$ cat config.mk
export PLATFORM = sky130hd
export DESIGN_NAME = qpd_multi_flat
export DESIGN_NICKNAME = d
export VERILOG_FILES = /design/src/rtl/qpd_pkg.sv /design/src/rtl/qpd_multi_if.sv /design/src/rtl/qpd_channel.sv /design/src/rtl/qpd_multi.sv /design/src/flat_wrapper.sv
export SDC_FILE = /design/constraint.sdc
export NUM_CORES = 1
export LEC_CHECK = 0
export ABC_CLOCK_PERIOD_IN_PS = 9300
export CAP_MARGIN = 20
export CORE_MARGIN = 1.5
export CORE_UTILIZATION = 44
export DETAILED_ROUTE_END_ITERATION = 7
export GPL_TIMING_DRIVEN = 0
export PLACE_DENSITY_LB_ADDON = 0.12
export SYNTH_ARGS = -nofsm -noshare
export SYNTH_HDL_FRONTEND = slang
export SYNTH_HIERARCHICAL = 1
export SYNTH_SLANG_ARGS = --single-unit
$ cat constraint.sdc
create_clock -name sclock -period 9.3 [get_ports sclock]
set_input_delay 0.93 -clock sclock [delete_from_list [all_inputs] [get_ports sclock]]
set_output_delay 0.93 -clock sclock [all_outputs]
set_load 0.005 [all_outputs]
$ cat src/rtl/qpd_pkg.sv
// Shared types and helpers for the multi-channel delay trigger generator.
package qpd_pkg;

  typedef enum logic [1:0] {
    IDLE  = 2'd0,
    WAIT  = 2'd1,
    PULSE = 2'd2
  } qpd_state_t;

  localparam logic QPD_ONESHOT  = 1'b0;
  localparam logic QPD_PERIODIC = 1'b1;

  // A zero delay or width would never match a count-1 compare, so it is stored as 1.
  function automatic logic [31:0] qpd_clamp1(input logic [31:0] v);
    return (v == 32'd0) ? 32'd1 : v;
  endfunction

endpackage

$ cat src/rtl/qpd_multi_if.sv
// Parameter-load port of qpd_multi: one write channel shared by all trigger channels.
// Handshake: a write is taken on a rising sclock edge where load_valid and load_ready are
// both high; load_ready reflects only whether the addressed channel is idle, never valid.
interface qpd_multi_if #(
  parameter int NUM_CH = 4,
  parameter int CNT_W  = 32,
  parameter int PW_W   = 8
);
  localparam int CH_W = (NUM_CH > 1) ? $clog2(NUM_CH) : 1;

  logic             load_valid;
  logic             load_ready;
  logic [CH_W-1:0]  load_ch;
  logic [CNT_W-1:0] load_delay;
  logic [PW_W-1:0]  load_pw;
  logic             load_mode;

  modport master (
    output load_valid, load_ch, load_delay, load_pw, load_mode,
    input  load_ready
  );

  modport slave (
    input  load_valid, load_ch, load_delay, load_pw, load_mode,
    output load_ready
  );
endinterface

$ cat src/rtl/qpd_channel.sv
// One trigger channel: parameter registers, IDLE/WAIT/PULSE FSM and shared counter.
// Optional QPD_HOLDOFF_EN raises every stored delay to at least HOLDOFF cycles.
module qpd_channel
  import qpd_pkg::*;
#(
  parameter int CNT_W   = 32,
  parameter int PW_W    = 8,
  parameter int HOLDOFF = 23000
) (
  input  logic             sclock,
  input  logic             rst,
  input  logic             load_en,
  input  logic [CNT_W-1:0] load_delay,
  input  logic [PW_W-1:0]  load_pw,
  input  logic             load_mode,
  input  logic             arm,
  input  logic             abort,
  output logic             trigger,
  output logic             busy,
  output logic             done,
  output qpd_state_t       state_dbg
);

  qpd_state_t       state, state_next;
  logic [CNT_W-1:0] cnt, cnt_next;
  logic [CNT_W-1:0] delay_r, d_store;
  logic [PW_W-1:0]  pw_r, p_store;
  logic             mode_r;
  logic             fresh, fresh_next;
  logic             done_r, done_next;
  logic             arm_go;

  assign p_store = PW_W'(qpd_clamp1(32'(load_pw)));

`ifdef QPD_HOLDOFF_EN
  logic [CNT_W-1:0] d_min1;
  logic             hold_clamp;
  logic             holdoff_hit;

  assign d_min1     = CNT_W'(qpd_clamp1(32'(load_delay)));
  assign hold_clamp = (d_min1 < CNT_W'(HOLDOFF));
  assign d_store    = hold_clamp ? CNT_W'(HOLDOFF) : d_min1;

  // Sticky record that some load was raised to the holdoff floor.
  always_ff @(posedge sclock or posedge rst) begin
    if (rst)                        holdoff_hit <= 1'b0;
    else if (load_en && hold_clamp) holdoff_hit <= 1'b1;
  end
`else
  assign d_store = CNT_W'(qpd_clamp1(32'(load_delay)));
`endif

  always_ff @(posedge sclock or posedge rst) begin
    if (rst) begin
      state   <= IDLE;
      cnt     <= '0;
      delay_r <= '0;
      pw_r    <= '0;
      mode_r  <= QPD_ONESHOT;
      fresh   <= 1'b0;
      done_r  <= 1'b0;
    end else begin
      state  <= state_next;
      cnt    <= cnt_next;
      fresh  <= fresh_next;
      done_r <= done_next;
      if (load_en) begin
        delay_r <= d_store;
        pw_r    <= p_store;
        mode_r  <= load_mode;
      end
    end
  end

  // Abort beats arm; arm only counts with parameters not yet consumed.
  assign arm_go = arm & fresh & ~abort;

  always_comb begin
    state_next = state;
    cnt_next   = cnt;
    done_next  = 1'b0;
    fresh_next = fresh;
    case (state)
      IDLE: begin
        if (arm_go) begin
          state_next = WAIT;
          cnt_next   = '0;
          fresh_next = 1'b0;
        end
      end
      WAIT: begin
        if (abort) begin
          state_next = IDLE;
          cnt_next   = '0;
        end else if (cnt == delay_r - 1'b1) begin
          state_next = PULSE;
          cnt_next   = '0;
        end else begin
          cnt_next = cnt + 1'b1;
        end
      end
      PULSE: begin
        if (abort) begin
          state_next = IDLE;
          cnt_next   = '0;
        end else if (cnt == CNT_W'(pw_r) - 1'b1) begin
          cnt_next = '0;
          if (mode_r == QPD_PERIODIC) begin
            state_next = WAIT;
          end else begin
            state_next = IDLE;
            done_next  = 1'b1;
          end
        end else begin
          cnt_next = cnt + 1'b1;
        end
      end
      default: begin
        state_next = IDLE;
        cnt_next   = '0;
      end
    endcase
    // A load lands after the arm decision, so it re-arms the fresh flag.
    if (load_en) fresh_next = 1'b1;
  end

  always_comb begin
    trigger   = (state == PULSE);
    busy      = (state != IDLE);
    state_dbg = state;
  end

  assign done = done_r;

endmodule

$ cat src/rtl/qpd_multi.sv
// Multi-channel programmable delay trigger generator (sclock domain).
// Define QPD_HOLDOFF_EN to enforce a minimum delay of HOLDOFF cycles on every channel.
module qpd_multi
  import qpd_pkg::*;
#(
  parameter int NUM_CH  = 4,
  parameter int CNT_W   = 32,
  parameter int PW_W    = 8,
  parameter int HOLDOFF = 23000
) (
  input  logic              sclock,
  input  logic              rst,
  qpd_multi_if.slave        load,
  input  logic [NUM_CH-1:0] arm,
  input  logic [NUM_CH-1:0] abort,
  output logic [NUM_CH-1:0] trigger,
  output logic [NUM_CH-1:0] busy,
  output logic [NUM_CH-1:0] done,
  output qpd_state_t        state_dbg [NUM_CH]
);

  localparam int CH_W = (NUM_CH > 1) ? $clog2(NUM_CH) : 1;
  localparam int NPAD = 1 << CH_W;

  // Unpopulated channel codes read as idle; no channel matches them, so nothing is written.
  logic [NPAD-1:0] busy_pad;
  assign busy_pad        = NPAD'(busy);
  assign load.load_ready = ~busy_pad[load.load_ch];

  for (genvar g = 0; g < NUM_CH; g++) begin : g_ch
    logic load_en;
    assign load_en = load.load_valid & load.load_ready & (load.load_ch == CH_W'(g));

    qpd_channel #(
      .CNT_W   (CNT_W),
      .PW_W    (PW_W),
      .HOLDOFF (HOLDOFF)
    ) u_ch (
      .sclock     (sclock),
      .rst        (rst),
      .load_en    (load_en),
      .load_delay (load.load_delay),
      .load_pw    (load.load_pw),
      .load_mode  (load.load_mode),
      .arm        (arm[g]),
      .abort      (abort[g]),
      .trigger    (trigger[g]),
      .busy       (busy[g]),
      .done       (done[g]),
      .state_dbg  (state_dbg[g])
    );
  end

endmodule

$ cat src/flat_wrapper.sv
// flat-port wrapper written by rule: the top's interface ports become plain ports
module qpd_multi_flat import qpd_pkg::*;
#(
  parameter int NUM_CH  = 4,
  parameter int CNT_W   = 32,
  parameter int PW_W    = 8,
  parameter int HOLDOFF = 23000
)
  (sclock, rst, arm, abort, trigger, busy, done, state_dbg, load_load_valid, load_load_ch, load_load_delay, load_load_pw, load_load_mode, load_load_ready);
  qpd_multi_if #(.NUM_CH(NUM_CH), .CNT_W(CNT_W), .PW_W(PW_W)) load_i ();
  input  logic sclock;
  input  logic rst;
  input  logic [NUM_CH-1:0] arm;
  input  logic [NUM_CH-1:0] abort;
  output logic [NUM_CH-1:0] trigger;
  output logic [NUM_CH-1:0] busy;
  output logic [NUM_CH-1:0] done;
  output qpd_state_t state_dbg[NUM_CH];
  input wire logic [$bits(load_i.load_valid)-1:0] load_load_valid;
  input wire logic [$bits(load_i.load_ch)-1:0] load_load_ch;
  input wire logic [$bits(load_i.load_delay)-1:0] load_load_delay;
  input wire logic [$bits(load_i.load_pw)-1:0] load_load_pw;
  input wire logic [$bits(load_i.load_mode)-1:0] load_load_mode;
  output wire logic [$bits(load_i.load_ready)-1:0] load_load_ready;
  assign load_i.load_valid = load_load_valid;
  assign load_i.load_ch = load_load_ch;
  assign load_i.load_delay = load_load_delay;
  assign load_i.load_pw = load_load_pw;
  assign load_i.load_mode = load_load_mode;
  assign load_load_ready = load_i.load_ready;
  qpd_multi #(.NUM_CH(NUM_CH), .CNT_W(CNT_W), .PW_W(PW_W), .HOLDOFF(HOLDOFF)) u_core (.sclock(sclock), .rst(rst), .load(load_i), .arm(arm), .abort(abort), .trigger(trigger), .busy(busy), .done(done), .state_dbg(state_dbg));
endmodule
==> flow_summary.ini, run 1 <==
[die]
die_w_um = 226
row_count = 81
chipHeight_um = 226
num_io_pins = 75
start_util = 0.446
core_sq_um = 49100
die_area_sq_um = 51100

[clock_tree]
clkTransAtPathRegs_ns = 0.05
clk_path_buf_depth = 3
cts_tree = built
cts_hold_buffers = 0
cts_num_sinks = 308
post-cts-setup-buffer-count = 0
insertion_delay_ns = 0.57
htree_levels = 2
cts_buffers = 38
cts-root-buf = clkbuf_16
cts-resized-gates = 0

[logic_synthesis]
syn_inst = 2438
ys_ff_latch = 308
yosys.area.top_type = dfrtp_1
synth_fp_nets = 2520
synth.top_cells.by_area = dfrtp_1 35%, mux2_2 7.6%, xnor2_1 4.4%
async_flop_share = 1.00
syn_area_sq_um = 21900
seq_area_frac_synth = 0.352
synth_common_cells = 308 x dfrtp_1, 207 x nand2_1, 154 x nor2_1
synth_enable_flop_cells = 0
syn_area_per_cell_sq_um = 8.98
synth.top_cell.area_share = 0.352
synth_cell_type_count = 97
synthFlopType = dfrtp_1
yosysMostFrequentCell = dfrtp_1
yosys_warnings = 6

[detailed_routing]
dr.pass1.iters = 7
routed_wl_um = 69300
drcViolationCount = 0
vias = 20000
ant_nets = 0
routed_via_density = 6.16
wl_per_cell_um = 21.4
first_iter_violations = 1762

[layout]
antenna_cells = 0
synthToLayoutAreaGrowth_pct = 13.1
drive_gt1_frac = 0.125
nets = 2638

[global_routing]
grt_pass1_wl_um = 110000
grt_use_total = 0.274
grt_max_degree = 47
antenna_found_initial = 0
grt_remaining_overflow = 0
grt_pass1_vias = 19000

[timing]
rsz0062_at_grt = no
finalSetupTns_ns = 0
fin_skew_ns = 0.0211
whs_ns = 0.483
timing_hold_violations_final = 0
fmax_ghz = 0.246
period_needed_ns = 4.06
finalCritPeriodShare = 0.437
slew-limit-headroom = 0.291
slew_viol_final = 0
finalSetupViolCount = 0
tightest_slew_ns = 1.06

[min_path]
hold_class = reg2reg

[placed_design]
dpl.hpwl_um = 51000
io_buffers = 74
place.gp.congestion = 0.943

[worst_setup_path]
critPathArrivalTime_ns = 4.50
critPathLaunchType = register
crit_fanout = 10
cp.required_ns = 9.73
worstSetupPathType = reg2reg
critPathCaptureType = register

[power]
peakVddDrop_uv = 173
power_density_nw_per_um2 = 276
power_leakage_nw = 9.33

[job]
max-cap-violations = 0

[outcome]
status = complete, no violations
==> power breakdown <==
part / internal (mW) / switching [mW]
logic: 1.32 / 1.72
registers: 1.73 / 0.597
clock network: 0.863 / 0.589
total: 3.92 / 2.90
==> registers in the layout (all words and copies together), names as in the netlist <==
| name | cells |
|---|---|
| u_core/g_ch.u_ch/done | 4 |
| u_core/g_ch.u_ch/fresh | 4 |
| u_core/g_ch.u_ch/delay_r | 128 |
| u_core/g_ch.u_ch/state_dbg | 8 |
| u_core/g_ch.u_ch/mode_r | 4 |
| u_core/g_ch.u_ch/cnt | 128 |
| u_core/g_ch.u_ch/pw_r | 32 |
==> cell type report <==
class | instances | area [sq um]
tap | 664 | 831
buffer | 170 | 759
clock inverter | 2 | 13.8
fill | 4680 | 24300
clock buffer | 62 | 1180
timing repair buffer | 78 | 836
multi-input combinational | 1892 | 13200
inverter | 68 | 265
sequential | 308 | 7710
==> layer usage <==
layer	track usage	part of all wire
met5	0.00587	0.00058
met4	0.106	0.035
met3	0.0323	0.052
met2	0.430	0.45
met1	0.385	0.46
==> logic make-up after synthesis <==
family	share of synthesized area
simple gates	0.254
fa+ha+maj	0.0160
xor+xnor	0.0783
mux	0.0881
flops	0.352
compound gates	0.165
buf+inv	0.0464
==> cell usage in the layout, fill, tap and decap left out, types with 14 or more instances in the layout <==
cell type        instances
o21ai_0                111
nor4_1                 120
buf_2                   16
clkbuf_16               41
nand2_1                207
a21o_1                  17
a32o_1                  14
nand4_1                 64
clkdlybuf4s50_1         74
nor3_1                  76
and3_1                  37
nand2b_1                28
a211oi_1                22
a31oi_1                 36
inv_1                   64
o21ai_1                 17
or4_1                   36
xnor2_1                109
o2bb2ai_1               23
or3_1                   34
mux2_2                 148
or2_2                   21
xor2_1                  84
nor2_1                 154
ha_1                    28
mux2i_1                 16
clkbuf_1               141
nor2b_1                 26
and2_1                  15
o211ai_1                28
a21oi_1                 62
dfrtp_1                308
nand3_1                 83
==> final timing paths <==
check                                                     from                             end  slack, ns  cells past startpoint
worst max-delay path            u_core/g_ch[1].u_ch/delay_r[0]      u_core/g_ch[1].u_ch/cnt[6]       5.24                     12
worst min-delay path                u_core/g_ch[2].u_ch/mode_r        u_core/g_ch[2].u_ch/done       0.48                      1
worst min register to register      u_core/g_ch[2].u_ch/mode_r        u_core/g_ch[2].u_ch/done       0.48                      1
worst max register to register  u_core/g_ch[1].u_ch/delay_r[0]      u_core/g_ch[1].u_ch/cnt[6]       5.24                     12
max in group asynchronous                                  rst     u_core/g_ch[1].u_ch/cnt[21]       7.56                      3
min in group asynchronous                                  rst  u_core/g_ch[3].u_ch/delay_r[4]       1.11                      2
==> worst max-delay path, stage by stage (launching register included) <==
cell and delay [ns]:
dfrtp_1 0.44, inv_1 0.10, ha_1 0.23, or4b_4 0.51, or4_1 0.58, buf_4 0.21
o31ai_1 0.20, nand4_1 0.16, nor4_1 0.40, nand4_1 0.27, buf_2 0.27, a311o_1 0.34
a22o_1 0.23
==> metrics by stage <==
stage               instances  utilization  total power, mW  setup slack [ns]  area [sq um]
finish                   3244        0.505             6.82              5.24         24800
global route             3244        0.505             7.28              4.97         24800
CTS                      3244        0.505             6.83              5.28         24800
detailed placement       3180        0.480             5.33              5.29         23600
global placement         3176        0.478             5.25              4.82         23500
floorplan                2438            -             4.42              5.80         21900
(Power assumes the default switching activity.)
==> inputs of run 2 (changes only) <==
--- a/config.mk
+++ b/config.mk
@@ -5,7 +5,7 @@
 export SDC_FILE = /design/constraint.sdc
 export NUM_CORES = 1
 export LEC_CHECK = 0
-export ABC_CLOCK_PERIOD_IN_PS = 9300
+export ABC_CLOCK_PERIOD_IN_PS = 3700
 export CAP_MARGIN = 20
 export CORE_MARGIN = 1.5
 export CORE_UTILIZATION = 44
==> constraint.sdc (replaced) <==
create_clock -name sclock -period 3.7 [get_ports sclock]
set_input_delay 0.37 -clock sclock [delete_from_list [all_inputs] [get_ports sclock]]
set_output_delay 0.37 -clock sclock [all_outputs]
set_load 0.005 [all_outputs]
==> flow_summary.ini, run 2 (synthesis gave the netlist of run 1 again) <==
[placed_design]
dpl.cell_count = 3180
place.gp.congestion = 0.943
dpl.hpwl_um = 51000
io_buffers = 74

[clock_tree]
cts_tree = built
cts-root-buf = clkbuf_16
insertion_delay_ns = 0.56
clkTransAtPathRegs_ns = 0.06
cts_num_sinks = 308
cts_buffers = 38
htree_levels = 2
cts_hold_buffers = 0
clk_path_buf_depth = 3

[global_routing]
grt_use_total = 0.276
grt_pass1_vias = 19300
grt_max_degree = 47
grt_pass1_wl_um = 111000
antenna_found_initial = 0
grt_remaining_overflow = 0

[power]
pwr-share-clk = 0.205
seqPwrFrac = 0.334
p_int_mw = 10.2
peakVddDrop_uv = 428
power_density_nw_per_um2 = 694
p_sw_frac = 0.426
finalPower_mw = 17.8
power_leakage_nw = 9.68
p_sw_mw = 7.57
p_comb_frac = 0.460

[detailed_routing]
routed_wl_um = 70600
wl_per_cell_um = 21.5
dr.pass1.iters = 6
first_iter_violations = 1854
drcViolationCount = 0
ant_nets = 0
vias = 20300
routed_via_density = 6.18

[timing]
finalSetupViolCount = 0
tightest_slew_ns = 1.09
slew-limit-headroom = 0.270
finalSetupTns_ns = 0
fmax_ghz = 0.272
fin_skew_ns = 0.0174
finalCritPeriodShare = 0.992
timing_hold_violations_final = 0
rsz0062_at_grt = yes
period_needed_ns = 3.67
slew_viol_final = 0

[die]
num_io_pins = 75
die_area_sq_um = 51100
die_w_um = 226
chipHeight_um = 226
row_count = 81
core_sq_um = 49100
start_util = 0.446

[min_path]
hold_class = in2reg

[layout]
final_common_cell = dfrtp_1
drive_gt1_frac = 0.165
final_cell_mix = 294 x dfrtp_1, 207 x nand2_1, 153 x nor2_1, 148 x mux2_2, 133 x clkbuf_1
reg.largest.list = u_core/g_ch.u_ch/cnt (128), u_core/g_ch.u_ch/delay_r (128), u_core/g_ch.u_ch/pw_r (32)
synthToLayoutAreaGrowth_pct = 16.9
nets = 2681
antenna_cells = 0
fin_cells = 3287

[job]
max-cap-violations = 0

[worst_setup_path]
crit_fanout = 10
worstSetupPathType = reg2reg
critPathCaptureType = register
critPathArrivalTime_ns = 4.11
critPathLaunchType = register
cp.required_ns = 4.14

[outcome]
status = complete, no violations
-- run 2: cell count changes in the layout (fill, tap and decap cells not counted), sizes merged --
| cell | delta |
|---|---|
| buf | +46 |
| clkbuf | -3 |
-- run 2: layout make-up --
class / instances / area (sq um)
inverter: 68 / 265
multi-input combinational: 1892 / 13500
clock buffer: 62 / 1180
sequential: 308 / 7720
clock inverter: 2 / 13.8
tap: 664 / 831
buffer: 164 / 798
timing repair buffer: 127 / 1230
fill: 4614 / 23500
-- run 2: worst paths after layout --
check | end | cells past startpoint | slack [ns] | startpoint
min reg2reg | u_core/g_ch[2].u_ch/done | 1 | 0.48 | u_core/g_ch[2].u_ch/mode_r
min | u_core/g_ch[3].u_ch/done | 2 | 0.45 | abort[3]
max | u_core/g_ch[3].u_ch/cnt[7] | 10 | 0.03 | u_core/g_ch[3].u_ch/delay_r[9]
max reg2reg | u_core/g_ch[3].u_ch/cnt[7] | 10 | 0.03 | u_core/g_ch[3].u_ch/delay_r[9]
min in group asynchronous | u_core/g_ch[3].u_ch/delay_r[4] | 2 | 0.56 | rst
max in group asynchronous | u_core/g_ch[1].u_ch/cnt[21] | 3 | 2.50 | rst
-- run 2: worst max-delay path: stages (launching register included) --
cell and delay [ns]:
dfrtp_2 0.41, or4_4 0.56, or4_4 0.56, o31a_1 0.28
or4_4 0.55, nor4_4 0.25, buf_4 0.18, a21o_1 0.20
a21oi_1 0.11, buf_4 0.19, a32o_1 0.27
-- run 2: metrics by stage --
| step | util | setup WS (ns) | hold WS [ns] | area, sq um |
|---|---|---|---|---|
| final | 0.521 | 0.0292 | 0.448 | 25600 |
| after global routing | 0.521 | -0.0293 | 0.455 | 25600 |
| after CTS | 0.512 | 0.00145 | 0.413 | 25100 |
| after detailed placement | 0.480 | -0.306 | 0.474 | 23600 |
| after global placement | 0.478 | -0.327 | 0.462 | 23500 |
| after floorplan | - | 0.204 | 0.428 | 21900 |
-- run 2: power by group through the flow --
stage | Sequential (mW) | Clock (mW) | Combinational [mW]
after global placement | 5.81 | 0 | 7.37
after global routing | 6.11 | 3.89 | 8.91
after floorplan | 5.37 | 0 | 5.74
final | 5.94 | 3.65 | 8.18
after CTS | 5.83 | 3.76 | 7.81
after detailed placement | 5.85 | 0 | 7.54
-- run 2: what timing repair did --
item,4_1_cts,5_1_grt
gates resized for setup,42,64
gates cloned,2,1
pin swaps,10,24
endpoints found under the hold margin,0,0
setup endpoints to repair,121,133
buffers inserted,22,25
-- run 2: per-layer routing --
metal,vias up,share of wire,GRT usage
met2,675,0.46,0.436
met3,161,0.050,0.0323
met1,10000,0.46,0.386
li1,9434,-,-
met4,2,0.037,0.110
met5,-,0.00055,0.00587
